## src/rtl/btc_nonce_sequencer.sv

```systemverilog
// Nonce sequencer for a single SHA-256d mining core.
// Walks an inclusive, wrapping nonce range [job_nonce_base .. job_nonce_last],
// launching one core run per nonce and collecting reported hits in a small FIFO.
// Ports:
//   clk, rst                 - single clock, synchronous active-high reset
//   job_*                    - job control (start/abort pulses, range, stop-on-find) and status
//   core_*                   - handshake to the hashing core (start pulse, nonce, done/found/result)
//   res_*                    - result FIFO read side (valid/head/pop, occupancy, sticky overflow)
module btc_nonce_sequencer #(
    parameter int unsigned FIFO_DEPTH  = 4,
    parameter int unsigned WDOG_CYCLES = 65535
) (
    input  logic        clk,
    input  logic        rst,
    input  logic        job_start,
    input  logic        job_abort,
    input  logic [31:0] job_nonce_base,
    input  logic [31:0] job_nonce_last,
    input  logic        job_stop_on_find,
    output logic        job_busy,
    output logic        job_done,
    output logic        job_timeout,
    output logic [31:0] job_nonce_cur,
    output logic        core_start,
    output logic [31:0] core_nonce_in,
    output logic        core_use_nonce_in,
    output logic        core_oneshot,
    input  logic        core_done,
    input  logic        core_nonce_found,
    input  logic [31:0] core_nonce_out,
    output logic        res_valid,
    output logic [31:0] res_nonce,
    input  logic        res_pop,
    output logic [4:0]  res_count,
    output logic        res_overflow
);

    localparam int unsigned NONCE_W = 32;
    localparam int unsigned PTR_W   = (FIFO_DEPTH > 1) ? $clog2(FIFO_DEPTH) : 1;
    localparam int unsigned CNT_W   = 5;
    localparam int unsigned WD_W    = 32;

    typedef enum logic [1:0] {
        IDLE   = 2'd0,
        LAUNCH = 2'd1,
        WAIT   = 2'd2,
        FINISH = 2'd3
    } state_t;

    state_t             state;
    logic [WD_W-1:0]    wdog;
    logic [NONCE_W-1:0] fifo_mem [FIFO_DEPTH];
    logic [PTR_W-1:0]   rd_ptr;
    logic [PTR_W-1:0]   wr_ptr;
    logic [CNT_W-1:0]   count;

    logic pop_ok;
    logic push_req;
    logic push_ok;
    logic fifo_full;
    logic wdog_expired;
    logic job_end;

    // The core is always driven with an explicit nonce in one-shot mode.
    assign core_use_nonce_in = 1'b1;
    assign core_oneshot      = 1'b1;
    assign core_nonce_in     = job_nonce_cur;

    // FIFO handshake; abort suppresses any push in the same cycle.
    assign fifo_full    = (count == CNT_W'(FIFO_DEPTH));
    assign pop_ok       = res_pop && (count != '0);
    assign push_req     = (state == WAIT) && core_done && core_nonce_found && !job_abort;
    assign push_ok      = push_req && (!fifo_full || pop_ok);
    assign wdog_expired = (wdog == WD_W'(WDOG_CYCLES));
    assign job_end      = (core_nonce_found && job_stop_on_find) || (job_nonce_cur == job_nonce_last);

    assign res_valid = (count != '0);
    assign res_nonce = res_valid ? fifo_mem[rd_ptr] : '0;
    assign res_count = count;

    // Job FSM. The watchdog counts cycles since the current core_start,
    // so it equals N in the cycle N clocks after the start pulse.
    always_ff @(posedge clk) begin
        if (rst) begin
            state         <= IDLE;
            wdog          <= '0;
            job_nonce_cur <= '0;
            job_done      <= 1'b0;
            job_timeout   <= 1'b0;
            job_busy      <= 1'b0;
            core_start    <= 1'b0;
        end else begin
            core_start <= 1'b0;
            case (state)
                IDLE: begin
                    if (job_start) begin
                        job_nonce_cur <= job_nonce_base;
                        job_done      <= 1'b0;
                        job_timeout   <= 1'b0;
                        wdog          <= '0;
                        job_busy      <= 1'b1;
                        core_start    <= 1'b1;
                        state         <= LAUNCH;
                    end
                end
                LAUNCH: begin
                    if (job_abort) begin
                        job_done <= 1'b1;
                        job_busy <= 1'b0;
                        state    <= IDLE;
                    end else begin
                        wdog  <= wdog + WD_W'(1);
                        state <= WAIT;
                    end
                end
                WAIT: begin
                    if (job_abort) begin
                        job_done <= 1'b1;
                        job_busy <= 1'b0;
                        state    <= IDLE;
                    end else if (core_done) begin
                        if (job_end) begin
                            job_done <= 1'b1;
                            state    <= FINISH;
                        end else begin
                            job_nonce_cur <= job_nonce_cur + NONCE_W'(1);
                            wdog          <= '0;
                            core_start    <= 1'b1;
                            state         <= LAUNCH;
                        end
                    end else if (wdog_expired) begin
                        job_timeout <= 1'b1;
                        job_done    <= 1'b1;
                        state       <= FINISH;
                    end else begin
                        wdog <= wdog + WD_W'(1);
                    end
                end
                FINISH: begin
                    job_done <= 1'b1;
                    job_busy <= 1'b0;
                    state    <= IDLE;
                end
                default: begin
                    job_busy <= 1'b0;
                    state    <= IDLE;
                end
            endcase
        end
    end

    // Result FIFO; a pop accepted in the same cycle frees room for a push when full.
    always_ff @(posedge clk) begin
        if (rst) begin
            rd_ptr       <= '0;
            wr_ptr       <= '0;
            count        <= '0;
            res_overflow <= 1'b0;
        end else begin
            if (pop_ok) begin
                rd_ptr <= rd_ptr + PTR_W'(1);
            end
            if (push_ok) begin
                fifo_mem[wr_ptr] <= core_nonce_out;
                wr_ptr           <= wr_ptr + PTR_W'(1);
            end
            if (push_ok && !pop_ok) begin
                count <= count + CNT_W'(1);
            end else if (pop_ok && !push_ok) begin
                count <= count - CNT_W'(1);
            end
            if ((state == IDLE) && job_start) begin
                res_overflow <= 1'b0;
            end else if (push_req && !push_ok) begin
                res_overflow <= 1'b1;
            end
        end
    end

endmodule

```

## config.mk

```make
export PLATFORM = sky130hd
export DESIGN_NAME = btc_nonce_sequencer
export DESIGN_NICKNAME = d
export VERILOG_FILES = /design/src/rtl/btc_nonce_sequencer.sv
export SDC_FILE = /design/constraint.sdc
export NUM_CORES = 1
export LEC_CHECK = 0
export CAP_MARGIN = 20
export CORE_ASPECT_RATIO = 1.75
export CORE_MARGIN = 3
export CORE_UTILIZATION = 52
export DETAILED_ROUTE_END_ITERATION = 6
export GPL_TIMING_DRIVEN = 0
export HOLD_SLACK_MARGIN = 0.12
export PLACE_DENSITY_LB_ADDON = 0.08
export SETUP_SLACK_MARGIN = 0.15
export SYNTH_ARGS = -nofsm -noshare
export SYNTH_HDL_FRONTEND = slang
export SYNTH_SLANG_ARGS = --single-unit
```

## constraint.sdc

```tcl
create_clock -name clk -period 3.6 [get_ports clk]
set_clock_uncertainty 0.05 [all_clocks]
set_input_delay 1.08 -clock clk [delete_from_list [all_inputs] [get_ports clk]]
set_output_delay 1.08 -clock clk [all_outputs]
set_load 0.005 [all_outputs]
```

==> key figures, run 1 <==
Synthesis
  – Mapped Area: a little over 0.01 mm²
  – YS warnings: 0
  – Asr flop ratio synth: 0%
  – Syn Area/Cell: 11.3 µm²
  – Primary FF master, synth: edfxtp_1
  – Seq/Total Area, Yosys: 54.4%
  – Post-synthesis cell count: 892
  – EDFF count, synth: 128
  – Yosys reg bits: 210
  – Post-synth cell types: between 60 and 70

Worst setup path
  – WP data arrival: 2.28 ns
  – Startpoint Class: flop
  – Crit. End Element: output port
  – WS Path Type: reg -> out
  – Critical path's slowest cell: or4_4
  – CP required: 2.47 ns
  – R2R setup slack: 0.43 ns
  – RR Startpoint: res_count[0]
  – R2R depth: 12
  – Crit Path Max Fanout: 7
  – Reg-to-Reg End: res_count[4]
  – Crit-path cells: or4_4 > or2_4 > clkbuf_16 > and2_1 > dlygate4sd2_1
  – Largest stage delay on the critical path: roughly 0.53 ns

Worst hold path
  – Hold Crit Start: wdog[1]
  – Hold Crit Class: reg -> reg
  – Hold Crit Endpoint: wdog[1]
  – Worst hold path stage count: 2

Drt
  – DR WL/cell: 20.4 µm
  – Vias per inst: roughly 5.8
  – Final wirelength: around 28 mm
  – Antenna Nets Post-Route: 0
  – DR iter-0 viols: 471
  – First-pass iteration count of the detailed router: 5
  – Via count: 8047
  – Number of remaining DRC errors: 0

Placed design
  – IO Port Bufs: 210
  – Detail Placement HPWL: 20.5 mm
  – Placer's final routability congestion estimate: 0.895

STA
  – Hold_ws: between 0.4 and 0.5 ns
  – Fin crit share: 94.7%
  – Setup Viol. Count Final: 0
  – Setup repair after global routing missed its margin: yes
  – Max-slew violation count: 0
  – Final hold vios: 0
  – Achievable Freq: 0.293 GHz
  – Rel. slew slack: 42.1%
  – Slew @ Worst Pin: 0.869 ns
  – Final period demand of the worst path: around 3.4 ns

Floorplan
  – Initial Utilization: 53.5%
  – DIE AREA: ~0.021 mm²
  – Chip width: 111 µm
  – Core box area: 0.0188 mm²
  – I/O Pins: 213
  – # rows: 66
  – Die height: 190 µm

Pwr
  – VDD IR-drop max: ~550 µV
  – Clock Power Share: around a quarter
  – Logic gate share of total power: 36.7%
  – Switching share of power: 28.5%
  – Pwr dens: 574 mW/mm²
  – Leak pwr: 4.63 nW
  – Net load switching power: 2.18 mW
  – Seq pwr share: 36.6%
  – Pwr Total: 7.65 mW
  – Power Internal: between 5 and 6 mW

Clock network
  – CTS Buffer Depth: 3
  – TritonCTS Buffers: 19
  – Clock latency on the worst-skew pair: ~0.48 ns
  – Clock root buffer: clkbuf_16
  – Clk pin slew, worst setup/hold paths: 0.07 ns
  – CTS tree: built
  – H-tree depth: 1
  – Clock tree sinks: 210

Layout
  – Area growth, synth to finish: 32.2%
  – Nets: 1256
  – FILL cells: roughly 1400
  – Share of post-route cells with drive strength above 1: 14.8%

Job
  – Maxcap violations: 0

GRT
  – Grt ovf: 0
  – Tot GR Track Use: between 20% and 30%
  – First-pass GRT wire length: 44.3 mm
  – Number of global-route vias before repair: between 8000 and 9000
  – Largest net degree at the start of global routing: 33
  – Antenna violations before repair: 1

Run status
  – Run status: finished clean
==> area by class of cell <==
cell class,instances,area [µm²],share of cell area (%)
flip-flops and latches,210,5490,41.2
multi-input cells,589,4180,31.4
repair buffers,222,2140,16.1
plain buffers,80,522,3.92
clock buffers,22,507,3.80
well taps,238,298,2.24
clock inverters,11,123,0.921
inverters,14,52.6,0.395
diodes,1,2.50,0.0188
==> per-stage QoR <==
| stage | cells | utilization [%] | cell area (µm²) | setup TNS, ns | setup slack, ns |
|---|---|---|---|---|---|
| 2_1_floorplan | 893 | - | 10100 | 0 | 0.242 |
| 3_3_place_gp | 1341 | 66.3 | 12500 | -127.67 | -0.811 |
| 3_5_place_dp | 1341 | 66.3 | 12500 | -50.93 | -0.722 |
| 4_1_cts | 1382 | 70.5 | 13300 | 0 | 0.155 |
| 5_1_grt | 1387 | 70.7 | 13300 | 0 | 0.102 |
| 6_report | 1387 | 70.7 | 13300 | 0 | 0.191 |
==> power groups by stage <==
stage               sequential [mW]  combinational (mW)  clock, mW
global route                   2.81                3.06       2.15
detailed placement             2.84                2.57          0
floorplan                      2.80                1.27          0
finish                         2.80                2.81       2.04
global placement               2.84                2.54          0
CTS                            2.80                2.82       2.07
==> how the worst max path moves through the flow <==
stage	start	to	slack (ns)
final	res_count[0]	res_nonce[6]	0.19
after global routing	job_nonce_last[21]	wdog[21]	0.10
after CTS	res_count[1]	res_nonce[12]	0.15
after detailed placement	job_abort	res_count[4]	-0.72
after global placement	job_abort	fifo_mem[0][30]	-0.81
after floorplan	job_abort	res_count[4]	0.24
==> cells in the mapped netlist (6+ instances only) <==
cell type  instances  area share (%)
ha_1              15             1.9
o21ai_0           36             1.8
nand4_1           12            0.74
and2_1            37             2.3
mux4_2            32             7.2
nor2b_1            6            0.37
nor2_1            62             2.3
nand3_1           30             1.5
xnor2_1           46             4.0
edfxtp_1         128              38
dfxtp_1           82              16
and3_1            18             1.1
buf_4             34             2.5
a21o_1             6            0.45
a211oi_1          16             1.2
clkbuf_1          35             1.3
nor3_1            12            0.60
nand2_1           84             3.1
a22oi_1           11            0.82
buf_2              6            0.30
a21oi_1           58             2.9
o22ai_1           13            0.81
o31ai_1           12            0.89
inv_1             13            0.48
nor4_1             7            0.43
==> critical path, delay by kind of cell (launching register included) <==
kind / cells / cell delay [ns]
flops: 1 / 0.36
simple gates: 3 / 1.00
buf+inv: 2 / 0.44
==> per-layer routing <==
| layer | GRT usage (%) | wire length, µm | vias to the layer above |
|---|---|---|---|
| met2 | 50.4 | 15500 | 358 |
| met5 | 0 | 0 | - |
| met3 | 4.55 | 1840 | 85 |
| met1 | 28.0 | 9770 | 3861 |
| met4 | 11.6 | 1250 | 0 |
| li1 | - | - | 3743 |
==> state kept, by name, indices dropped and copies added, names as in the netlist, named ones only <==
| signal | count |
|---|---|
| rd_ptr | 2 |
| job_done | 1 |
| wr_ptr | 2 |
| fifo_mem | 128 |
| job_timeout | 1 |
| state | 2 |
| res_count | 5 |
| res_overflow | 1 |
| job_busy | 1 |
| core_start | 1 |
| wdog | 32 |
| core_nonce_in | 32 |
==> timing repair <==
item                                   CTS  global route
cloned                                   3             0
hold buffers                             0             0
setup endpoints to repair               90            47
endpoints found under the hold margin    0             0
gates resized for setup                114            14
pin swaps                                2             2
setup buffers                            6             4
==> cell families (layout without fill, tap and decap cells) <==
group / Yosys count / in the layout / synth area share [%]
other: 1 / 3 / 0.0372
AND/OR/NAND/NOR: 307 / 308 / 15.6
multiplexers: 36 / 36 / 7.55
AO/OA/AOI/OAI: 177 / 177 / 10.9
flip-flops: 210 / 210 / 54.4
XOR/XNOR: 50 / 50 / 4.35
adder cells (fa/ha/maj): 16 / 16 / 2.06
buffers and inverters: 95 / 349 / 5.03
==> placed cells by master (no fill, tap or decap), types with 14 or more instances in the layout <==
cell type / instances
clkdlybuf4s50_1: 176
o21ai_0: 36
dfxtp_1: 80
nand2_1: 84
and2_1: 36
buf_4: 41
nor2_1: 60
clkbuf_16: 20
clkbuf_1: 26
nand3_1: 30
mux4_2: 32
dlygate4sd2_1: 17
a21oi_1: 58
and3_1: 14
xnor2_1: 45
a211oi_1: 16
edfxtp_1: 128
ha_1: 15
No activity file was read; power rests on OpenSTA's default activity.
==> inputs of run 2 (changes only) <==
--- a/config.mk
+++ b/config.mk
@@ -8,10 +8,12 @@
 export CAP_MARGIN = 20
 export CORE_ASPECT_RATIO = 1.75
 export CORE_MARGIN = 3
-export CORE_UTILIZATION = 52
+export CORE_UTILIZATION = 56
+export CTS_CLUSTER_DIAMETER = 120
 export DETAILED_ROUTE_END_ITERATION = 6
 export GPL_TIMING_DRIVEN = 0
 export HOLD_SLACK_MARGIN = 0.12
+export MAX_ROUTING_LAYER = met4
 export PLACE_DENSITY_LB_ADDON = 0.08
 export SETUP_SLACK_MARGIN = 0.15
 export SYNTH_ARGS = -nofsm -noshare
==> constraint.sdc (replaced) <==
create_clock -name clk -period 4.3 [get_ports clk]
set_clock_uncertainty 0.05 [all_clocks]
set_input_delay 1.29 -clock clk [delete_from_list [all_inputs] [get_ports clk]]
set_output_delay 1.29 -clock clk [all_outputs]
set_load 0.005 [all_outputs]
==> run 2 against run 1 <==
Non-clock buffer count decreased by 12. Sequential power is 16% lower. Total power decreased by 21%. First-iteration DRC count is 1.9% lower. Highest routed layer unchanged.
==> key figures, run 2 (synthesis results as in run 1) <==
Layout
  – Reg area: 0.00549 mm² (-0.14%)
  – Commonest non-fill, non-tap cell in the layout: clkdlybuf4s50_1
  – Cell area after layout: 0.0131 mm² (-2.0%)
  – Area growth, synth to finish: 29.6%
  – Commonest non-fill, non-tap cells in the layout: 210 x clkdlybuf4s50_1, 128 x edfxtp_1, 84 x nand2_1
  – Max reg flops: 128 (unchanged)
  – Biggest register: fifo_mem
  – Multi-input logic area: 0.00411 mm² (-1.8%)
  – Share of post-route cells with drive strength above 1: 11.4% (-3.4 points)
  – FILL cells: 1205 (-14%)
  – Nets: 1243 (-1.0%)

STA
  – Setup repair after global routing missed its margin: yes
  – Slew @ Worst Pin: 0.857 ns (-0.0115 ns)
  – Min setup slack post-route: 0.198 ns (+0.00738 ns)
  – Fin crit share: a little over nine tenths
  – Final hold vios: 0 (unchanged)
  – Setup Viol. Count Final: 0 (unchanged)
  – Max-slew violation count: 0 (unchanged)
  – Fin Setup TNS: 0 ns (unchanged)
  – Rel. slew slack: 42.9% (+0.76 points)
  – Achievable Freq: 0.244 GHz
  – Hold_ws: 0.429 ns (+0.00372 ns)
  – Final period demand of the worst path: 4.10 ns

Job
  – Maxcap violations: 0 (unchanged)

Clock network
  – TritonCTS Buffers: 19 (unchanged)
  – Clock root buffer: clkbuf_16
  – Clk pin slew, worst setup/hold paths: 0.07 ns (about the same)
  – H-tree depth: 1 (unchanged)
  – CTS Hold Bufs: 0 (unchanged)
  – Clock latency on the worst-skew pair: 0.48 ns (about the same)
  – Clock tree sinks: 210 (unchanged)
  – # Post-CTS Setup Buffers: 0 (-6)
  – CTS tree: built
  – CTS Buffer Depth: 3 (unchanged)

Worst setup path
  – Crit. End Element: output port
  – Startpoint Class: flop
  – WP data arrival: 2.76 ns (+0.48 ns)
  – WS Path Type: reg -> out
  – Crit-path cells: or4_1 > or2_2 > clkbuf_2 > and2_1 > clkdlybuf4s50_1
  – Largest stage delay on the critical path: 0.60 ns (+0.07 ns)
  – Crit Path Max Fanout: 10 (+3)
  – CP required: 2.96 ns (+0.49 ns)
  – Critical path's slowest cell: or4_1

Drt
  – Antenna Nets Post-Route: 0 (unchanged)
  – DR WL/cell: 20.5 µm (+0.36%)
  – Final wirelength: 28.0 mm (-1.2%)
  – DR iter-0 viols: 462 (-1.9%)
  – Via count: 8092 (+0.56%)
  – First-pass iteration count of the detailed router: 7 (+2)
  – Number of remaining DRC errors: 0 (unchanged)
  – Vias per inst: 5.92 (+2.1%)

Pwr
  – Pwr dens: 465 mW/mm² (-19%)
  – Clock Power Share: 25.5% (-1.2 points)
  – VDD IR-drop max: 316 µV (-43%)
  – Leak pwr: 4.37 nW (-5.6%)
  – Seq pwr share: 38.5% (+1.9 points)
  – Power Internal: 4.36 mW (-20%)
  – Logic gate share of total power: 36.0% (-0.7 points)
  – Pwr Total: 6.07 mW (-21%)
  – Switching share of power: 28.3% (-0.23 points)
  – Net load switching power: 1.72 mW (-21%)

Floorplan
  – Chip width: 107 µm (-3.4%)
  – Die height: 183 µm (-3.5%)
  – Core box area: 0.0175 mm² (-6.9%)
  – # rows: 64 (-3.0%)
  – I/O Pins: 213 (unchanged)
  – Initial Utilization: 57.5% (+3.9 points)
  – DIE AREA: 0.0197 mm² (-6.8%)

GRT
  – Tot GR Track Use: 29.1% (+2.8 points)
  – Met2 usage: 53.7% (+3.3 points)
  – Grt ovf: 0 (unchanged)
  – Global Route met1 Usage: 31.5% (+3.5 points)
  – M3 GR Usage: 3.51% (-1.0 points)
  – First-pass GRT wire length: 43.7 mm (-1.3%)
  – Largest net degree at the start of global routing: 33 (unchanged)
  – Antenna violations before repair: 1 (unchanged)
  – Number of global-route vias before repair: 8275 (-1.1%)
  – GRT Max-Usage Layer: met2

Worst hold path
  – Hold Crit Class: reg -> reg

Placed design
  – Detail Placement HPWL: 20.7 mm (+0.90%)
  – IO Port Bufs: 210 (unchanged)
  – Placed cell area: 0.0125 mm² (about the same)
  – Placer's final routability congestion estimate: 1.03 (+15%)
  – Setup WS pre-CTS: -0.433 ns (+0.288 ns)

Run status
  – Run status: finished clean
==> run 2: cell types whose count changed in the layout (fill, tap and decap cells not counted), sizes merged <==
cell,before,now
dlygate4sd2,17,0
clkdlybuf4s15,5,0
or2,6,5
inv,15,14
bufinv,2,1
clkdlybuf4s50,176,210
clkbuf,62,56
clkinv,6,5
clkinvlp,2,4
buf,63,46
dlymetal6s2s,1,0
==> run 2: path summary, 6_finish.rpt <==
kind                        end  slack, ns          from  depth (start not counted)
hold / removal          wdog[1]       0.43       wdog[1]                          2
setup reg to reg   res_count[4]       0.74  res_count[0]                         11
hold reg to reg         wdog[1]       0.43       wdog[1]                          2
setup / recovery  res_nonce[10]       0.20  res_count[0]                          5
==> run 2: critical path: cells and delay by family (launching register included) <==
family | cells | cell delay (ns)
flip-flops | 1 | 0.37
buffers and inverters | 2 | 0.73
AND/OR/NAND/NOR | 3 | 1.19
==> run 2: timing repair <==
action                                  CTS  global route
gates resized for setup                  17             4
pin swaps                                 0             0
cloned                                    0             0
endpoints found under the setup margin   50            13
==> run 2: cell type report <==
type	count	area share (%)
repair buffers	210	16.1
well taps	231	2.21
multi-input cells	588	31.4
inverters	14	0.402
plain buffers	80	3.55
diodes	1	0.0192
clock inverters	10	0.537
flip-flops and latches	210	42.0
clock buffers	22	3.73
==> run 2: power groups by stage <==
| stage | combinational (mW) | sequential (mW) | clock, mW |
|---|---|---|---|
| after CTS | 2.21 | 2.34 | 1.58 |
| final | 2.19 | 2.34 | 1.55 |
| after detailed placement | 2.17 | 2.38 | 0 |
| after floorplan | 1.06 | 2.34 | 0 |
| after global routing | 2.35 | 2.35 | 1.65 |
| after global placement | 2.13 | 2.38 | 0 |
==> run 2: routing by layer <==
metal	vias up	part of all wire [%]
met5	-	0
met4	0	4.1
met3	83	5.6
met2	383	55
met1	3902	35
li1	3724	-
==> run 2: metrics by stage <==
step | util [%] | std cells
final | 74.5 | 1366
after floorplan | - | 893
after global placement | 71.1 | 1334
after global routing | 74.5 | 1366
after CTS | 74.4 | 1365
after detailed placement | 71.2 | 1334
==> patch 1: new RTL, config.mk and constraints of run 1 <==
`WDOG_CYCLES`: 65535 -> 32767.
--- a/src/rtl/btc_nonce_sequencer.sv
+++ b/src/rtl/btc_nonce_sequencer.sv
@@ -8,7 +8,7 @@
 //   res_*                    - result FIFO read side (valid/head/pop, occupancy, sticky overflow)
 module btc_nonce_sequencer #(
     parameter int unsigned FIFO_DEPTH  = 4,
-    parameter int unsigned WDOG_CYCLES = 65535
+    parameter int unsigned WDOG_CYCLES = 32767
 ) (
     input  logic        clk,
     input  logic        rst,
Formal check against the unedited RTL: same outputs for any inputs over 4 cycles, from zero or initial values and one cycle with rst high; that may be too few to reach the edited logic, so the function may still have changed.
==> patch 1 against run 1 <==
Non-clock buffer count grew 9. Wire length grew 3.7%. Via count grew 3.0%. Worst setup slack gained 0.0027 ns. Final cell count grew 2.7%. Sequential cell count is the same. Power shrank 9.7%. Synthesized area grew 4.6%. Worst hold slack gained 0.00050 ns. Global-route usage shrank 0.083 points. Design area grew 3.2%. Critical endpoint is now res_nonce[21]. Largest power group is now sequential cells.
==> patch 1: results (changes against run 1) <==
The number of global-route vias before repair came out at 8513 (was 8368). Main area contributors after synthesis: sky130_fd_sc_hd__edfxtp_1, sky130_fd_sc_hd__dfxtp_1, sky130_fd_sc_hd__mux4_2, sky130_fd_sc_hd__a21oi_1, sky130_fd_sc_hd__xnor2_1 (was sky130_fd_sc_hd__edfxtp_1, sky130_fd_sc_hd__dfxtp_1, sky130_fd_sc_hd__mux4_2, sky130_fd_sc_hd__xnor2_1, sky130_fd_sc_hd__nand2_1). The path type of the worst setup path is reg2out (unchanged). The sequential share of the synthesized area is 0.520 (was 0.544). The pin slew with the least headroom to its limit is 0.871 ns (was 0.869 ns). The synthesized netlist cell count came out at 922 (was 892). The share of layout cells above drive strength 1 came out at 0.177 (was 0.148). For the worst-skew pair, the clock arrives at the later sink with an insertion delay of 0.49 ns. The total iterations of the first detailed-routing run is 5 (unchanged). The arrival time of data at the critical path endpoint is 2.28 ns (about the same). The final weighted congestion in routability-driven placement came to 0.894 (was 0.895). The root buffer cell is sky130_fd_sc_hd__clkbuf_16 (unchanged). The leakage power total came out at 4.76 nW (was 4.63 nW). The final wirelength came out at 29400 um (was 28300 um). The non-filler instance count after layout is 1424 (was 1387). The all-layer global routing usage is 0.263 (was 0.264). The proportion of register bits with asynchronous set or reset after synthesis came out at 0 (unchanged). The maximum VDD drop is 0.000576 V (was 0.000551 V). The final layout net count is 1283 (was 1256).

The number of antenna violations at the first check in global routing is 2 (was 1). The worst setup slack before clock tree synthesis came out at -0.509 ns (was -0.722 ns). The number of design-rule violations left by the first detailed-router iteration came to 562 (was 471). The port buffer count is 208 (was 210). The flip-flop count of the largest register, all copies and words added came to 128 (unchanged). The first-pass GRT wire length is 46100 um (was 44300 um). The number of enable-type register cells in the synthesized netlist is 128 (unchanged).

Leading post-synthesis cells by instance count: sky130_fd_sc_hd__edfxtp_1, sky130_fd_sc_hd__dfxtp_1, sky130_fd_sc_hd__a21oi_1, sky130_fd_sc_hd__nand2_1, sky130_fd_sc_hd__o21ai_0 (was sky130_fd_sc_hd__edfxtp_1, sky130_fd_sc_hd__nand2_1, sky130_fd_sc_hd__dfxtp_1, sky130_fd_sc_hd__nor2_1, sky130_fd_sc_hd__a21oi_1). The hold path startpoint is wdog[12] (was wdog[1]). The standard cell area after detailed placement was 0.0129 mm2 (was 0.0125 mm2). The layout filler cell count is 1538 (was 1396).

The number of buffers on the longest clock path came out at 3 (unchanged). The synthesis warning total came out at 0 (unchanged). The peak fanout along the critical path is 6 (was 7).

Outcome: finished, final reports clean (unchanged). The HPWL reported at the end of detailed placement is 21100 um (was 20500 um). The number of distinct library cell variants in the gate-level netlist after synthesis is 74 (was 65). The startpoint of the worst register-to-register path is res_count[1] (was res_count[0]). The via density per instance was 5.82 (was 5.80). The TritonCTS buffer count is 20 (was 19). The largest net degree at the start of global routing came to 33 (unchanged). The worst hold path class is reg2reg (unchanged). The register containing the most flip-flops in the final layout is fifo_mem (unchanged).
-- patch 1: path summary, 6_finish.rpt --
path | to | slack [ns] | depth (start not counted)
worst max-delay path | res_nonce[21] | 0.19 | 6
worst min-delay path | wdog[12] | 0.43 | 1
worst max register to register | res_count[4] | 0.29 | 13
worst min register to register | wdog[12] | 0.43 | 1
-- patch 1: logic make-up after synthesis --
| family | synth area share |
|---|---|
| compound gates | 0.131 |
| buf+inv | 0.0603 |
| other cells | 0.000356 |
| fa+ha+maj | 0.0197 |
| simple gates | 0.164 |
| flops | 0.520 |
| mux | 0.0721 |
| xor+xnor | 0.0324 |
-- patch 1: critical path: stages (launching register included) --
cell and delay (ns):
sky130_fd_sc_hd__dfxtp_4 0.34, sky130_fd_sc_hd__or4_4 0.53, sky130_fd_sc_hd__or2_4 0.31, sky130_fd_sc_hd__clkbuf_16 0.17
sky130_fd_sc_hd__buf_4 0.12, sky130_fd_sc_hd__and2_1 0.13, sky130_fd_sc_hd__clkdlybuf4s15_1 0.19
-- patch 1: final cells by class --
| cell class | instances | area [um2] | area share |
|---|---|---|---|
| Multi-Input combinational cell | 607 | 4460 | 0.325 |
| Antenna cell | 2 | 5.00 | 0.000364 |
| Inverter | 13 | 48.8 | 0.00355 |
| Clock inverter | 10 | 106 | 0.00774 |
| Buffer | 92 | 659 | 0.0480 |
| Clock buffer | 26 | 564 | 0.0411 |
| Timing Repair Buffer | 219 | 2100 | 0.153 |
| Tap cell | 245 | 307 | 0.0223 |
| Sequential cell | 210 | 5490 | 0.400 |
-- patch 1: per-stage QoR --
stage	total power [mW]	setup TNS (ns)	hold WS, ns
floorplan	3.71	0	0.384
global placement	4.65	-63.39	0.404
detailed placement	4.67	-5.72	0.415
CTS	6.94	0	0.428
global route	7.21	0	0.448
finish	6.90	0	0.426
-- patch 1: layer usage --
layer | global-route usage | vias to the layer above | wire length [um]
li1 | - | 3891 | -
met1 | 0.301 | 4048 | 10800
met2 | 0.489 | 300 | 16200
met3 | 0.0343 | 51 | 1540
met4 | 0.0954 | 0 | 879
met5 | 0 | - | 0
-- patch 1: what timing repair did --
item,in CTS,in global routing
resized for setup,61,42
setup buffers,6,4
pin swaps,1,3
endpoints found under the setup margin,35,24
gates cloned,1,0
-- patch 1: power breakdown --
group | internal [mW] | switching, mW | leakage (nW)
Clock | 1.26 | 0.902 | 0.325
Combinational | 1.17 | 0.833 | 2.61
Sequential | 2.62 | 0.121 | 1.82
==> patch 2: new RTL, config.mk and constraints of run 1 <==
Without the edit above. Re-encode `state_t` (4 states) as Gray code, 2 bits wide.
--- a/src/rtl/btc_nonce_sequencer.sv
+++ b/src/rtl/btc_nonce_sequencer.sv
@@ -41,10 +41,10 @@
     localparam int unsigned WD_W    = 32;
 
     typedef enum logic [1:0] {
-        IDLE   = 2'd0,
-        LAUNCH = 2'd1,
-        WAIT   = 2'd2,
-        FINISH = 2'd3
+        IDLE   = 2'b00,
+        LAUNCH = 2'b01,
+        WAIT   = 2'b11,
+        FINISH = 2'b10
     } state_t;
 
     state_t             state;
Check against the original RTL: no difference found for any inputs over 4 cycles, from zero or initial values and one cycle with rst high; so few cycles prove little.
==> patch 2 against run 1 <==
Global-route usage grew 0.86 points. First-iteration DRC count is 64% higher. Worst hold slack improved by 0.0066 ns. Power shrank 6.8%. Design area grew 2.0%. Sequential cell count unchanged. Wire length is 6.0% higher. Synthesized area up 1.7%. Worst setup slack got worse by 0.11 ns. Largest cell class unchanged. Highest routed layer unchanged.
==> patch 2: results (changes against run 1) <==
Outcome: finished, final reports clean (unchanged). The post-CTS setup buffer count is 8 (was 6). Main area contributors after synthesis: sky130_fd_sc_hd__edfxtp_1, sky130_fd_sc_hd__dfxtp_1, sky130_fd_sc_hd__mux4_2, sky130_fd_sc_hd__a21oi_1, sky130_fd_sc_hd__xnor2_1 (was sky130_fd_sc_hd__edfxtp_1, sky130_fd_sc_hd__dfxtp_1, sky130_fd_sc_hd__mux4_2, sky130_fd_sc_hd__xnor2_1, sky130_fd_sc_hd__nand2_1). The port buffer count came out at 209 (was 210). The end of the critical path is res_nonce[14] (was res_nonce[6]). The post-CTS resize count is 68 (was 114).

The met1 track demand over resource in global routing came out at 0.317 (was 0.280). The maximum VDD drop came out at 0.000461 V (was 0.000551 V). The hold path startpoint is wdog[30] (was wdog[1]). The placed instance count came out at 1370 (was 1341). The number of distinct library cell variants in the gate-level netlist after synthesis is 57 (was 65). The setup slack of the worst register-to-register path came to 0.29 ns (was 0.43 ns). The fraction of synthesized cell area in xor and xnor cells is 0.0350 (was 0.0435). The share of layout cells above drive strength 1 came out at 0.144 (was 0.148). The peak fanout along the critical path came out at 8 (was 7). The layout filler cell count came out at 1439 (was 1396). The worst setup slack before clock tree synthesis came out at -0.882 ns (was -0.722 ns). The worst hold slack across all endpoints is 0.432 ns (was 0.425 ns). The adder-cell share of the synthesized area came out at 0.0203 (was 0.0206). The final weighted congestion in routability-driven placement came out at 0.949 (was 0.895). The complex-gate fraction of the synthesized area was 0.128 (was 0.109).

The routed wire length on met2 is 16300 um (was 15500 um). The startpoint of the worst register-to-register path was state[0] (was res_count[0]). The all-layer global routing usage is 0.272 (was 0.264). The sum of met3 wire segment lengths after detailed routing is 1890 um (was 1840 um). The first-pass GRT wire length is 46300 um (was 44300 um). The number of antenna violations at the first check in global routing came out at 2 (was 1). The met3 usage in global routing was 0.0369 (was 0.0455). The number of global-route vias before repair came out at 8487 (was 8368).

The final layout net count is 1287 (was 1256). The pin slew with the least headroom to its limit was 0.920 ns (was 0.869 ns). The combinational gate power was 2.26 mW (was 2.81 mW).

The met2 track demand over resource in global routing came to 0.500 (was 0.504). The via total after detailed routing came out at 8435 (was 8047). The power attributed to sequential cells is 2.76 mW (was 2.80 mW).
[patch 2: cell types whose count changed after synthesis, sizes merged, moves of 5 or more]
cell | run 1 | this run
nand2 | 84 | 65
o32ai | 1 | 12
a21oi | 59 | 74
o211ai | 0 | 5
nor2 | 64 | 50
nand3b | 5 | 0
inv | 14 | 24
o21a | 0 | 5
or4 | 5 | 16
nand4 | 12 | 24
a211oi | 16 | 21
a22oi | 11 | 2
buf | 46 | 52
xnor2 | 46 | 35
[patch 2: kinds of logic after synthesis]
kind of cell | Yosys count
fa+ha+maj | 16
buf+inv | 114
compound gates | 208
flops | 210
mux | 38
simple gates | 291
xor+xnor | 41
other cells | 1
[patch 2: final cells by class]
class                      count  area (um2)  area share
multi-input combinational    596        4270       0.314
inverter                      24        90.1     0.00663
sequential                   210        5490       0.404
tap                          241         302      0.0222
clock buffer                  22         497      0.0365
timing repair buffer         227        2250       0.165
antenna                        2        5.00    0.000368
buffer                        89         543      0.0400
clock inverter                11         146      0.0108
